<file path="src/rtl/jk_pkg.sv">
// jk_pkg: JK excitation encodings shared by the counter cells
package jk_pkg;
  typedef enum logic [1:0] {
    JK_HOLD   = 2'b00,
    JK_RESET  = 2'b01,
    JK_SET    = 2'b10,
    JK_TOGGLE = 2'b11
  } jk_e;
endpackage

</file>
<file path="src/rtl/jk_cell.sv">
// jk_cell: single JK flip-flop with synchronous active-low reset
module jk_cell
  import jk_pkg::*;
(
  input  logic clk,
  input  logic rst_n,
  input  logic j,
  input  logic k,
  output logic q,
  output logic qm
);
  jk_e jk;
  logic q_d, q_q;
  // JK characteristic equation, with {j,k} taken as the excitation code
  always_comb begin
    jk = jk_e'({j, k});
    q_d = jk == JK_TOGGLE ? ~q_q : jk == JK_SET ? 1'b1 : jk == JK_RESET ? 1'b0 : q_q;
  end
  // state register
  always_ff @(posedge clk) begin
    if (!rst_n) q_q <= 1'b0;
    else q_q <= q_d;
  end
  assign q  = q_q;
  assign qm = ~q_q;
endmodule

</file>
<file path="src/rtl/jk_mod_counter.sv">
// jk_mod_counter: modulo-MOD up/down counter built from JK flip-flop cells
module jk_mod_counter #(
  parameter int WIDTH = 4,
  parameter int MOD   = 10
) (
  input  logic             clk,
  input  logic             rst_n,
  input  logic             en,
  input  logic             up_dn,
  input  logic             load,
  input  logic [WIDTH-1:0] din,
  output logic [WIDTH-1:0] q,
  output logic [WIDTH-1:0] qm,
  output logic             tc,
  output logic             wrap,
  output logic             load_err
);
  localparam logic [WIDTH:0]   MOD_X = (WIDTH+1)'(MOD);
  localparam logic [WIDTH-1:0] TOP   = WIDTH'(MOD - 1);
  logic [WIDTH-1:0] nxt, din_eff, j, k;
  logic ld_ok, illegal, at_end, wrap_d, wrap_q, load_err_d, load_err_q;
  // next state, per-cell excitation and pulse conditions; illegal states fall back to 0
  always_comb begin
    ld_ok      = {1'b0, din} < MOD_X;
    din_eff    = ld_ok ? din : '0;
    illegal    = {1'b0, q} >= MOD_X;
    at_end     = up_dn ? q == TOP : q == '0;
    nxt        = !rst_n ? '0 : load ? din_eff : !en ? q :
                 (illegal || at_end) ? ((illegal || up_dn) ? '0 : TOP) :
                 up_dn ? q + WIDTH'(1) : q - WIDTH'(1);
    j          = !rst_n ? '0 : load ? din_eff : q ^ nxt;
    k          = !rst_n ? '1 : load ? ~din_eff : q ^ nxt;
    tc         = en & ~load & at_end;
    wrap_d     = rst_n & ~load & en & at_end;
    load_err_d = rst_n & load & ~ld_ok;
  end
  // one-cycle pulse registers
  always_ff @(posedge clk) begin
    if (!rst_n) begin
      wrap_q     <= 1'b0;
      load_err_q <= 1'b0;
    end else begin
      wrap_q     <= wrap_d;
      load_err_q <= load_err_d;
    end
  end
  assign wrap     = wrap_q;
  assign load_err = load_err_q;
  for (genvar i = 0; i < WIDTH; i++) begin : g_cell
    jk_cell u_cell (
      .clk  (clk),
      .rst_n(rst_n),
      .j    (j[i]),
      .k    (k[i]),
      .q    (q[i]),
      .qm   (qm[i])
    );
  end
endmodule
</file>
<file path="config.mk">
export PLATFORM = sky130hd
export DESIGN_NAME = jk_mod_counter
export DESIGN_NICKNAME = d
export VERILOG_FILES = /design/src/rtl/jk_pkg.sv /design/src/rtl/jk_cell.sv /design/src/rtl/jk_mod_counter.sv
export SDC_FILE = /design/constraint.sdc
export NUM_CORES = 1
export LEC_CHECK = 0
export ABC_AREA = 1
export CAP_MARGIN = 20
export CORE_MARGIN = 2
export CORE_UTILIZATION = 44
export CTS_CLUSTER_SIZE = 40
export DETAILED_ROUTE_END_ITERATION = 6
export PLACE_DENSITY = 0.83
export SETUP_SLACK_MARGIN = 0.15
export SLEW_MARGIN = 40
export SYNTH_ARGS = -nofsm -noshare
export SYNTH_HDL_FRONTEND = slang
export SYNTH_HIERARCHICAL = 1
export SYNTH_SLANG_ARGS = --single-unit
</file>
<file path="constraint.sdc">
create_clock -name clk -period 2.6 [get_ports clk]
set_input_delay 0.78 -clock clk [delete_from_list [all_inputs] [get_ports clk]]
set_output_delay 0.78 -clock clk [all_outputs]
set_load 0.05 [all_outputs]
</file>
[Word level (Yosys, flattened, before mapping)]
Cells that the tools add are included.
Word-level totals
  register bits: 6
  bits in latches: 0
  bits in writable memories: 0
  ROM bits: 0
  bits of input ports: 9
  output and inout bits: 11
  word-level logic and storage cells: 69
  memories kept: 0
Cells by class
  $add $sub $neg: 2
  $mul: 0
  div/mod/pow operators: 0
  $lt $le $gt $ge: 2
  equal/unequal tests: 13
  shifts and indexed selects: 0
  muxes and demuxes: 24
  bitwise gates (word level): 15
  reductions and logical operators: 7
Operators with widths (count)
  4-bit 2-to-1 mux: 11
  2-bit equality test (second input constant): 8
  1-bit 2-to-1 mux: 13
  3-bit nonzero test: 4
  2-bit by 1-bit equality test with 1-bit output (second input constant): 4
  1-bit bitwise AND: 7
  1-bit inverter: 6
  4-bit by 1-bit adder with 4-bit output (second input constant): 1
  4-bit equality test (second input constant): 1
  4-bit greater-or-equal comparator (second input constant): 1
  4-bit logical NOT: 1
  4-bit < comparator (second input constant): 1
  4-bit inverter: 1
  4-bit by 1-bit subtractor with 4-bit output (second input constant): 1
  4-bit bitwise XOR: 1
  1-bit logical OR: 2

[Longest topological paths before layout]
Gate-level depths: netlist of run 1.
  depth after elaboration: 14
  gate-level depth with buffers: 15
  mapped depth without buffers: 15

[By module]
The synthesis of run 1 kept the hierarchy.
Modules (own cells, without submodules)
  jk_mod_counter: times used 1, cells an instance 82, area each 452.9 µm²
  jk_cell: times used 4, cells an instance 6, area each 38.8 µm²

[Least setup slack after synthesis of run 1]
No wires, ideal clock.
  path kind: input -> output
  start: input up_dn
  end: output tc
  arrival time: 2151 ps
  required time: 1820 ps
  path slack: -331 ps
  stages on the path: 5
  buffers on the path: 0
  cell sequence: inv_1 > nand2_1 > nand2_1 > nand3_2 > nor3_1
On the way
  word-level cells in the longest chain between the ends: 2
RTL lines
  start, declared: RTL line jk_mod_counter.sv:9  | input logic up_dn,
  1-bit 2-to-1 mux: RTL line jk_mod_counter.sv:27  | at_end = up_dn ? q == TOP : q == '0;
  1-bit bitwise AND: RTL line jk_mod_counter.sv:33  | tc = en & ~load & at_end;
  end, declared: RTL line jk_mod_counter.sv:14  | output logic tc,
Every way passes these cells.

[Worst setup path after layout of run 1]
  start: register g_cell[2].u_cell.q_q
  end: output q[2]
RTL lines
  start, declared: RTL line jk_cell.sv:13  | logic q_d, q_q;
  start signal, assigned: RTL line jk_cell.sv:22  | else q_q <= q_d;
  end, declared: RTL line jk_mod_counter.sv:12  | output logic [WIDTH-1:0] q,
No word-level cell between the ends.

==> results by group, run 1 <==
Min path
  • Hold WC Path Type: flip-flop to flip-flop

CTS
  • Clock buffer count from CTS: 3
  • Worst-path clk slew: 50 ps
  • Worst-case clock buffer depth: 2
  • CTS Root Cell: clkbuf_4
  • H-tree Lvls: 1
  • CTS sink cnt: 6
  • TritonCTS clock tree: yes
  • Clk_lat worst skew: about 260 ps

Timing
  • Hold Slack: 569 ps
  • RSZ-0062 raised after global routing: no
  • Worst slew pin tran: 507 ps
  • Final Hold Vio Count: 0
  • Slew HR: roughly two thirds
  • Final WS setup: approximately 210 ps
  • Clock Skews: ~8.1 ps
  • Final setup fails: 0
  • Highest Clock Rate: about 0.42 GHz
  • Slew Limit Fails: 0
  • Fin crit share: between 90% and 100%
  • Minimum clock period: between 2000 and 2500 ps

Worst setup path
  • Critical path's largest stage delay: approximately 870 ps
  • Crit-path cells: clkdlybuf4s50_1
  • Type of origin of the critical path: flip-flop
  • CP required: 1820 ps
  • Critical path type: flip-flop to primary output
  • Top cell family by delay on the critical path: buffers and inverters
  • CP Data Arrival Time: ~1600 ps
  • WP buf/inv: 1
  • Crit path max fanout: 8
  • Worst path slowest cell: clkdlybuf4s50_1
  • CP Capture Type: primary output

Logic synthesis
  • Mean Syn Cell Area: approximately 5.7 µm²
  • Mapped Area: about 600 µm²
  • Library cells used by synthesis: 23
  • Syn_nets: 118
  • #FFs+latches synth: 6
  • Sequential share of the synthesized area: between 15 and 20%
  • Post-Syn Instances: roughly 110
  • Syn. warnings: 6

Die
  • Core ar.: ~1300 µm²
  • Die height: 41.2 µm
  • IO Pins: 20
  • Die width: roughly 40 µm
  • Die footprint: roughly 1700 µm²
  • Rows: 13
  • Initial core utilization: between 40% and 50%

Routing
  • TritonRoute pass-1 iters: 4
  • Wire per inst: about 12 µm
  • Number of vias per cell: approximately 5
  • Routed via count: around 800
  • Residual DRC count: 0
  • Final WL: 1.78 mm
  • Final ANT Viol Nets: 0
  • DR iter-0 viols: 8

Placed design
  • PortBufs: 19
  • Hpwl dp: roughly 1.3 mm
  • Pre-CTS setup slack: -124 ps
  • Global placement routability congestion: around 0.83

Finish
  • Antenna Diode Count: 0
  • Register area: 120 µm²
  • Area of the multi-input gates: approximately 440 µm²
  • Share of layout cells above drive strength 1: 21.6%
  • Fillers: roughly 120
  • Final net count: approximately 150
  • Area delta synth->final: 54.9%

Power and ir drop
  • Lkg Pwr: ~0.44 nW
  • PD cells: between 400 and 500 nW/µm²
  • Worst vdd ir: approximately 0.00023 V

Global routing
  • GRT Residual Overflow: 0
  • GRT Util Overall: roughly 25%
  • Largest net degree at the start of global routing: 9
  • Number of global-route vias before repair: ~680
  • Antenna violations before repair: 0
  • First-pass GRT wire length: between 2 and 3 mm

Outcome
  • Status: completed

Flow run
  • Max-cap viol count: 0
-- state kept, by name, summed over array words and instances (netlist names) --
signal	flops
g_cell.u_cell/q	4
load_err	1
wrap	1
-- path summary, 6_finish.rpt --
kind	startpoint	to	slack, ps	cells past startpoint
worst max-delay path	g_cell[2].u_cell/q$_SDFFE_PN0P_	q[2]	210	1
worst min-delay path	g_cell[3].u_cell/q$_SDFFE_PN0P_	g_cell[3].u_cell/q$_SDFFE_PN0P_	570	2
worst max register to register	g_cell[0].u_cell/q$_SDFFE_PN0P_	g_cell[1].u_cell/q$_SDFFE_PN0P_	620	10
worst min register to register	g_cell[3].u_cell/q$_SDFFE_PN0P_	g_cell[3].u_cell/q$_SDFFE_PN0P_	570	2
-- layout make-up --
cell class | instances | share of cell area, %
Clock buffer | 3 | 2.39
Inverter | 16 | 6.64
Multi-Input combinational cell | 84 | 46.3
Sequential cell | 6 | 12.7
Tap cell | 15 | 1.99
Timing Repair Buffer | 30 | 29.9
-- timing repair --
action / 4_1_cts / 5_1_grt
pin swaps: 1 / 1
hold buffers: 0 / 0
resized for setup: 6 / 0
setup endpoints to repair: 3 / 1
buffers inserted: 2 / 0
-- synthesized netlist by cell type --
master	instances	area, µm²
nand4_1	1	6.26
o21ai_1	5	25.0
a21boi_1	1	7.51
nand2_1	37	139
fa_1	1	20.0
nor3_1	2	10.0
nand3_1	6	30.0
ha_1	2	25.0
or2_0	1	6.26
dfxtp_1	6	120
nor3_2	2	20.0
inv_4	1	6.26
nor2_1	13	48.8
inv_2	4	15.0
nor4_1	1	6.26
nand3_2	1	10.0
nor2_2	1	6.26
a31o_2	1	8.76
inv_1	11	41.3
or2_4	1	8.76
a21oi_1	6	30.0
xor2_1	1	8.76
a21oi_2	1	8.76
-- per-layer routing --
layer	vias to the layer above	global-route usage (%)	wire (µm)
met2	24	46.9	917
met5	-	0	0
li1	407	-	-
met3	5	4.89	74
met1	357	26.0	761
met4	0	9.68	26
-- placed cells by master (no fill, tap or decap), drive strengths merged --
cell and instances:
xor2 1, nand2 37, clkbuf 3, ha 2, buf 12, a31o 1
nor2 14, nand3 7, nor4 1, clkdlybuf4s15 1, a21boi 1, or2 2
a21oi 7, clkdlybuf4s50 15, o21ai 5, nand4 1, inv 16, nor3 4
dfxtp 6, dlygate4sd2 2, fa 1
-- stage by stage --
stage / utilization [%] / cell area (µm²) / total power, W / std cells / setup TNS [ps]
3_3_place_gp: 69.6 / 906 / 0.000310 / 149 / -228
4_1_cts: 72.4 / 942 / 0.000416 / 154 / 0
6_report: 72.4 / 942 / 0.000417 / 154 / 0
2_1_floorplan: - / 619 / 0.000238 / 106 / 0
3_5_place_dp: 69.6 / 906 / 0.000315 / 149 / -423
5_1_grt: 72.4 / 942 / 0.000440 / 154 / 0
-- power breakdown --
| group | leakage (nW) | switching [W] | internal [W] |
|---|---|---|---|
| Combinational | 0.376 | 0.000126 | 0.0000850 |
| Sequential | 0.0492 | 0.0000109 | 0.0000983 |
| Clock | 0.0138 | 0.0000441 | 0.0000529 |
-- cells by family (layout without fill, tap and decap cells) --
group	after synthesis	in the layout	synth area share, %
simple gates	66	66	47.9
fa+ha+maj	3	3	7.41
flops	6	6	19.8
compound gates	14	14	13.2
buf+inv	16	49	10.3
xor+xnor	1	1	1.44
Power figures use the tool's default switching activity.
==> run 2, diff against run 1 <==
--- a/config.mk
+++ b/config.mk
@@ -8,10 +8,10 @@
 export ABC_AREA = 1
 export CAP_MARGIN = 20
 export CORE_MARGIN = 2
-export CORE_UTILIZATION = 44
+export CORE_UTILIZATION = 28
 export CTS_CLUSTER_SIZE = 40
 export DETAILED_ROUTE_END_ITERATION = 6
-export PLACE_DENSITY = 0.83
+export PLACE_DENSITY = 0.59
 export SETUP_SLACK_MARGIN = 0.15
 export SLEW_MARGIN = 40
 export SYNTH_ARGS = -nofsm -noshare
==> run 2 against run 1 <==
- worst hold slack is essentially flat
- clock power shrank 4.6%
- largest power group unchanged
- highest routed layer unchanged
- sequential power is essentially flat
- total power shrank 2.9%
- register-to-register slack gained 70 ps
- wire length shrank 7.1%
==> results by group, run 2 (synthesis results as in run 1) <==
Timing
  • RSZ-0062 raised after global routing: no
  • Worst slew pin tran: 496 ps
  • Minimum clock period: about 2400 ps
  • Highest Clock Rate: 0.414 GHz
  • Slew HR: about two thirds
  • Hold Slack: ~570 ps
  • Slew Limit Fails: 0
  • Fin crit share: between 90% and 100%
  • Final WS setup: between 150 and 200 ps
  • Clock Skews: ~13 ps
  • Final Hold Vio Count: 0
  • Final setup fails: 0

CTS
  • Worst-path clk slew: 40 ps
  • CTS Root Cell: clkbuf_4
  • Clk_lat worst skew: 260 ps
  • H-tree Lvls: 1
  • TritonCTS clock tree: yes
  • CTS sink cnt: 6
  • Clock buffer count from CTS: 3
  • Worst-case clock buffer depth: 2

Worst setup path
  • Type of origin of the critical path: input port
  • CP Data Arrival Time: 1640 ps
  • CP Capture Type: primary output
  • FF-to-FF End: g_cell[2].u_cell/q$_SDFFE_PN0P_
  • CP required: between 1500 and 2000 ps
  • FF-to-FF Start: g_cell[1].u_cell/q$_SDFFE_PN0P_
  • Crit path max fanout: 2
  • Capture point of the worst path: tc
  • Critical path type: input port to primary output
  • CP startpoint: en
  • Reg2Reg Depth: 10
  • Worst reg2reg setup slack: approximately 690 ps

Die
  • IO Pins: 20
  • Die height: approximately 51 µm
  • Core ar.: roughly 2000 µm²
  • Initial core utilization: 30.4%
  • Die footprint: between 2000 and 3000 µm²
  • Rows: 16
  • Die width: slightly above 50 µm

Routing
  • Number of vias per cell: ~4.7
  • Residual DRC count: 0
  • Routed via count: 767
  • Final ANT Viol Nets: 0
  • DR iter-0 viols: 11
  • TritonRoute pass-1 iters: 4
  • Final WL: between 1.5 and 2 mm
  • Wire per inst: just over 10 µm

Global routing
  • Number of global-route vias before repair: 651
  • First-pass GRT wire length: between 2 and 3 mm
  • Largest net degree at the start of global routing: 9
  • GRT Residual Overflow: 0
  • GRT Util Overall: roughly 15%
  • Antenna violations before repair: 0

Placed design
  • Pre-CTS setup slack: -131 ps
  • Global placement routability congestion: around 0.81
  • Hpwl dp: 1.33 mm
  • PortBufs: 19

Min path
  • Hold-critical path depth: 2
  • Hold WC Path Type: flip-flop to flip-flop

Power and ir drop
  • Lkg Pwr: between 0.4 and 0.5 nW
  • PD cells: roughly 430 nW/µm²
  • Worst vdd ir: between 0.0003 and 0.0004 V

Finish
  • Most frequent cells in the layout: nand2_1 (37), clkdlybuf4s50_1 (17), nor2_1 (13), inv_1 (10), buf_4 (9)
  • Share of layout cells above drive strength 1: 20.4%
  • Commonest non-fill, non-tap cell in the layout: nand2_1
  • Area delta synth->final: 54.3%
  • Antenna Diode Count: 0
  • Final net count: ~150
  • Max reg flops: 4

Flow run
  • Max-cap viol count: 0

Outcome
  • Status: completed
## run 2: cell count changes in the layout (fill, tap and decap cells not counted), sizes merged
cell	before	now
clkdlybuf4s50	15	17
buf	12	11
clkdlybuf4s15	1	0
dlygate4sd2	2	0
## run 2: layout make-up
cell class / instances / area, µm²
fill: 224 / 1060
multi-input combinational: 84 / 437
timing repair buffer: 28 / 263
sequential: 6 / 120
inverter: 16 / 62.6
tap: 27 / 33.8
clock buffer: 3 / 22.5
## run 2: repair_timing
item	4_1_cts	5_1_grt
resized for setup	5	0
endpoints found under the hold margin	0	0
hold buffers	0	0
setup buffers	2	0
setup endpoints to repair	3	0
## run 2: routing by layer
metal | vias up | global-route usage, % | part of all wire (%)
met3 | 5 | 2.68 | 5.0
li1 | 400 | - | -
met2 | 20 | 22.8 | 46
met5 | - | 0 | 0
met4 | 0 | 9.46 | 3.0
met1 | 342 | 18.5 | 46
## run 2: worst min-delay path by stage
stage,from,end,slack [ps]
after global routing,g_cell[1].u_cell/q$_SDFFE_PN0P_,g_cell[1].u_cell/q$_SDFFE_PN0P_,640
after floorplan,g_cell[3].u_cell/q$_SDFFE_PN0P_,g_cell[3].u_cell/q$_SDFFE_PN0P_,750
after CTS,g_cell[3].u_cell/q$_SDFFE_PN0P_,g_cell[3].u_cell/q$_SDFFE_PN0P_,580
after global placement,g_cell[3].u_cell/q$_SDFFE_PN0P_,g_cell[3].u_cell/q$_SDFFE_PN0P_,560
final,g_cell[3].u_cell/q$_SDFFE_PN0P_,g_cell[3].u_cell/q$_SDFFE_PN0P_,570
after detailed placement,g_cell[3].u_cell/q$_SDFFE_PN0P_,g_cell[3].u_cell/q$_SDFFE_PN0P_,570
## run 2: through the flow
step | util (%) | setup TNS (ps) | total power [W] | std cells | cell area [µm²]
after floorplan | - | 0 | 0.000238 | 106 | 619
after global placement | 45.3 | -234 | 0.000310 | 159 | 906
after detailed placement | 45.3 | -430 | 0.000313 | 159 | 906
after CTS | 46.9 | 0 | 0.000412 | 164 | 938
after global routing | 46.9 | 0 | 0.000437 | 164 | 938
final | 46.9 | 0 | 0.000405 | 164 | 938
## run 2: critical path, stage by stage
cell and delay, ps:
clkdlybuf4s50_1 490, inv_2 60, nor3_4 150, buf_12 160
## run 2: report_power, final
part	total (W)	switching, W	internal (W)
clock	0.0000926	0.0000400	0.0000526
sequential	0.000110	0.0000112	0.0000985
combinational	0.000203	0.000121	0.0000819
==> run 3, diff against run 2 <==
==> constraint.sdc (replaced) <==
create_clock -name clk -period 2.6 [get_ports clk]
set_input_delay 0.39 -clock clk [delete_from_list [all_inputs] [get_ports clk]]
set_output_delay 0.39 -clock clk [all_outputs]
set_load 0.05 [all_outputs]
==> run 3 against run 2 <==
- sequential share of layout area increased by 0.89 points
- fmax increased by 12%
- global-route usage decreased by 1.2 points
- worst hold slack improved by 4.7 ps
- total power decreased by 5.7%
- sequential power about the same
- final cell count decreased by 4.9%
- utilization decreased by 3.1 points
- clock-buffer cell count unchanged
==> results by group, run 3 (synthesis results as in run 1) <==
Outcome
  • Status: completed

Finish
  • Most frequent cells in the layout: nand2_1 (37), clkdlybuf4s50_1 (18), nor2_1 (13), inv_1 (11)
  • Area delta synth->final: 44.2%
  • Commonest non-fill, non-tap cell in the layout: nand2_1
  • Final Util: a little over two fifths
  • Fillers: around 220
  • Final net count: about 140
  • Antenna Diode Count: 0
  • Final instance area: just under 900 µm²
  • Max reg flops: 4
  • Share of layout cells above drive strength 1: 14.0%

Power and ir drop
  • PD cells: about 440 nW/µm²
  • Int Pwr: between 0.0002 and 0.00025 W
  • Clock power share: a little under a quarter
  • Combinational power share: 48.7%
  • Worst vdd ir: about 0.00032 V
  • Reg power frac: 28.6%
  • Sw Ratio: 42.0%
  • Lkg Pwr: 0.387 nW
  • Psw: 0.000160 W

Min path
  • Hold WC Path Type: flip-flop to flip-flop
  • Hold-critical path depth: 2

Die
  • Core ar.: 2000 µm²
  • IO Pins: 20
  • Die height: 50.6 µm
  • Rows: 16
  • Die width: about 51 µm
  • Initial core utilization: roughly 30%
  • Die footprint: ~2600 µm²

Global routing
  • First-pass GRT wire length: 2.74 mm
  • Number of global-route vias before repair: about 660
  • GRT Util Overall: between 10% and 20%
  • Antenna violations before repair: 0
  • GRT Residual Overflow: 0
  • Largest net degree at the start of global routing: 9

Routing
  • DR iter-0 viols: 7
  • Wire per inst: 9.42 µm
  • Routed via count: just under 700
  • Final WL: roughly 1.5 mm
  • TritonRoute pass-1 iters: 4
  • Number of vias per cell: between 4 and 5
  • Residual DRC count: 0
  • Final ANT Viol Nets: 0

CTS
  • Setup Buffers After CTS: 0
  • H-tree Lvls: 1
  • Post_cts resized: 0
  • Worst-path clk slew: around 50 ps
  • Clk_lat worst skew: about 240 ps
  • CTS Root Cell: clkbuf_4
  • Clock buffer count from CTS: 3
  • TritonCTS clock tree: yes
  • Worst-case clock buffer depth: 2
  • CTS sink cnt: 6
  • Post-CTS Hold Buffers: 0

Placed design
  • Cell Area, Placed: around 850 µm²
  • PortBufs: 19
  • Global placement routability congestion: 0.783
  • Hpwl dp: 1.22 mm
  • Pre-CTS setup slack: 200 ps

Worst setup path
  • CP required: around 2700 ps
  • Critical path type: input port to flip-flop
  • Reg2Reg Depth: 10
  • CP Data Arrival Time: 2290 ps
  • CP Capture Type: flip-flop
  • Crit path max fanout: 4
  • Type of origin of the critical path: input port

Timing
  • Setup TNS: 0 ps
  • Final Hold Vio Count: 0
  • Final WS setup: ~440 ps
  • Worst slew pin tran: around 500 ps
  • Slew Limit Fails: 0
  • Highest Clock Rate: 0.463 GHz
  • RSZ-0062 raised after global routing: no
  • Slew HR: around two thirds
  • Fin crit share: around 83%
  • Hold Slack: ~570 ps
  • Minimum clock period: 2160 ps
  • Clock Skews: around 2.7 ps
  • Final setup fails: 0

Flow run
  • Max-cap viol count: 0
run 3: changes by cell type in the layout (fill, tap and decap cells not counted):
cell	delta
inv_1	+1
buf_2	-1
nor3_4	-1
clkdlybuf4s50_1	+1
buf_4	-8
inv_2	-1
nor3_2	+1
run 3: area by class of cell:
type	count	area, µm²	area share [%]
Tap cell	27	33.8	3.85
Sequential cell	6	120	13.7
Multi-Input combinational cell	84	430	49.1
Clock buffer	3	22.5	2.57
Inverter	16	62.6	7.13
Timing Repair Buffer	20	208	23.7
run 3: path summary, 6_finish.rpt:
path / to / startpoint / slack [ps]
worst max-delay path: g_cell[3].u_cell/q$_SDFFE_PN0P_ / up_dn / 440
worst max register to register: g_cell[1].u_cell/q$_SDFFE_PN0P_ / g_cell[0].u_cell/q$_SDFFE_PN0P_ / 700
worst min register to register: g_cell[3].u_cell/q$_SDFFE_PN0P_ / g_cell[3].u_cell/q$_SDFFE_PN0P_ / 570
worst min-delay path: g_cell[3].u_cell/q$_SDFFE_PN0P_ / g_cell[3].u_cell/q$_SDFFE_PN0P_ / 570
run 3: power by group through the flow:
stage           Clock, W  Combinational, W  Sequential, W
6_report       0.0000867          0.000186       0.000109
3_5_place_dp           0          0.000186       0.000111
4_1_cts        0.0000916          0.000187       0.000109
3_3_place_gp           0          0.000185       0.000111
5_1_grt        0.0000977          0.000208       0.000111
2_1_floorplan          0          0.000106       0.000130
run 3: critical path, stage by stage:
cell             delay, ps
clkdlybuf4s50_1        530
inv_1                  100
ha_1                   360
or2_0                  220
nand2_1                 70
nand2_1                 50
nand3_1                100
nand3_1                 80
nand2_1                 70
nand2_1                 60
o21ai_1                120
nand2_1                 60
nand2_1                 60
nor2_1                  30
run 3: metrics by stage:
| stage | cells | total power [W] |
|---|---|---|
| global placement | 153 | 0.000296 |
| floorplan | 106 | 0.000237 |
| global route | 156 | 0.000416 |
| finish | 156 | 0.000382 |
| detailed placement | 153 | 0.000298 |
| CTS | 156 | 0.000388 |
run 3: metal layers:
metal  track usage (%)  up-vias  share of wire [%]
met2              21.5       12                 45
met1              18.4      288                 51
met5                 0        -                  0
met3              2.08        2                2.6
li1                  -      387                  -
met4              4.95        0               0.68
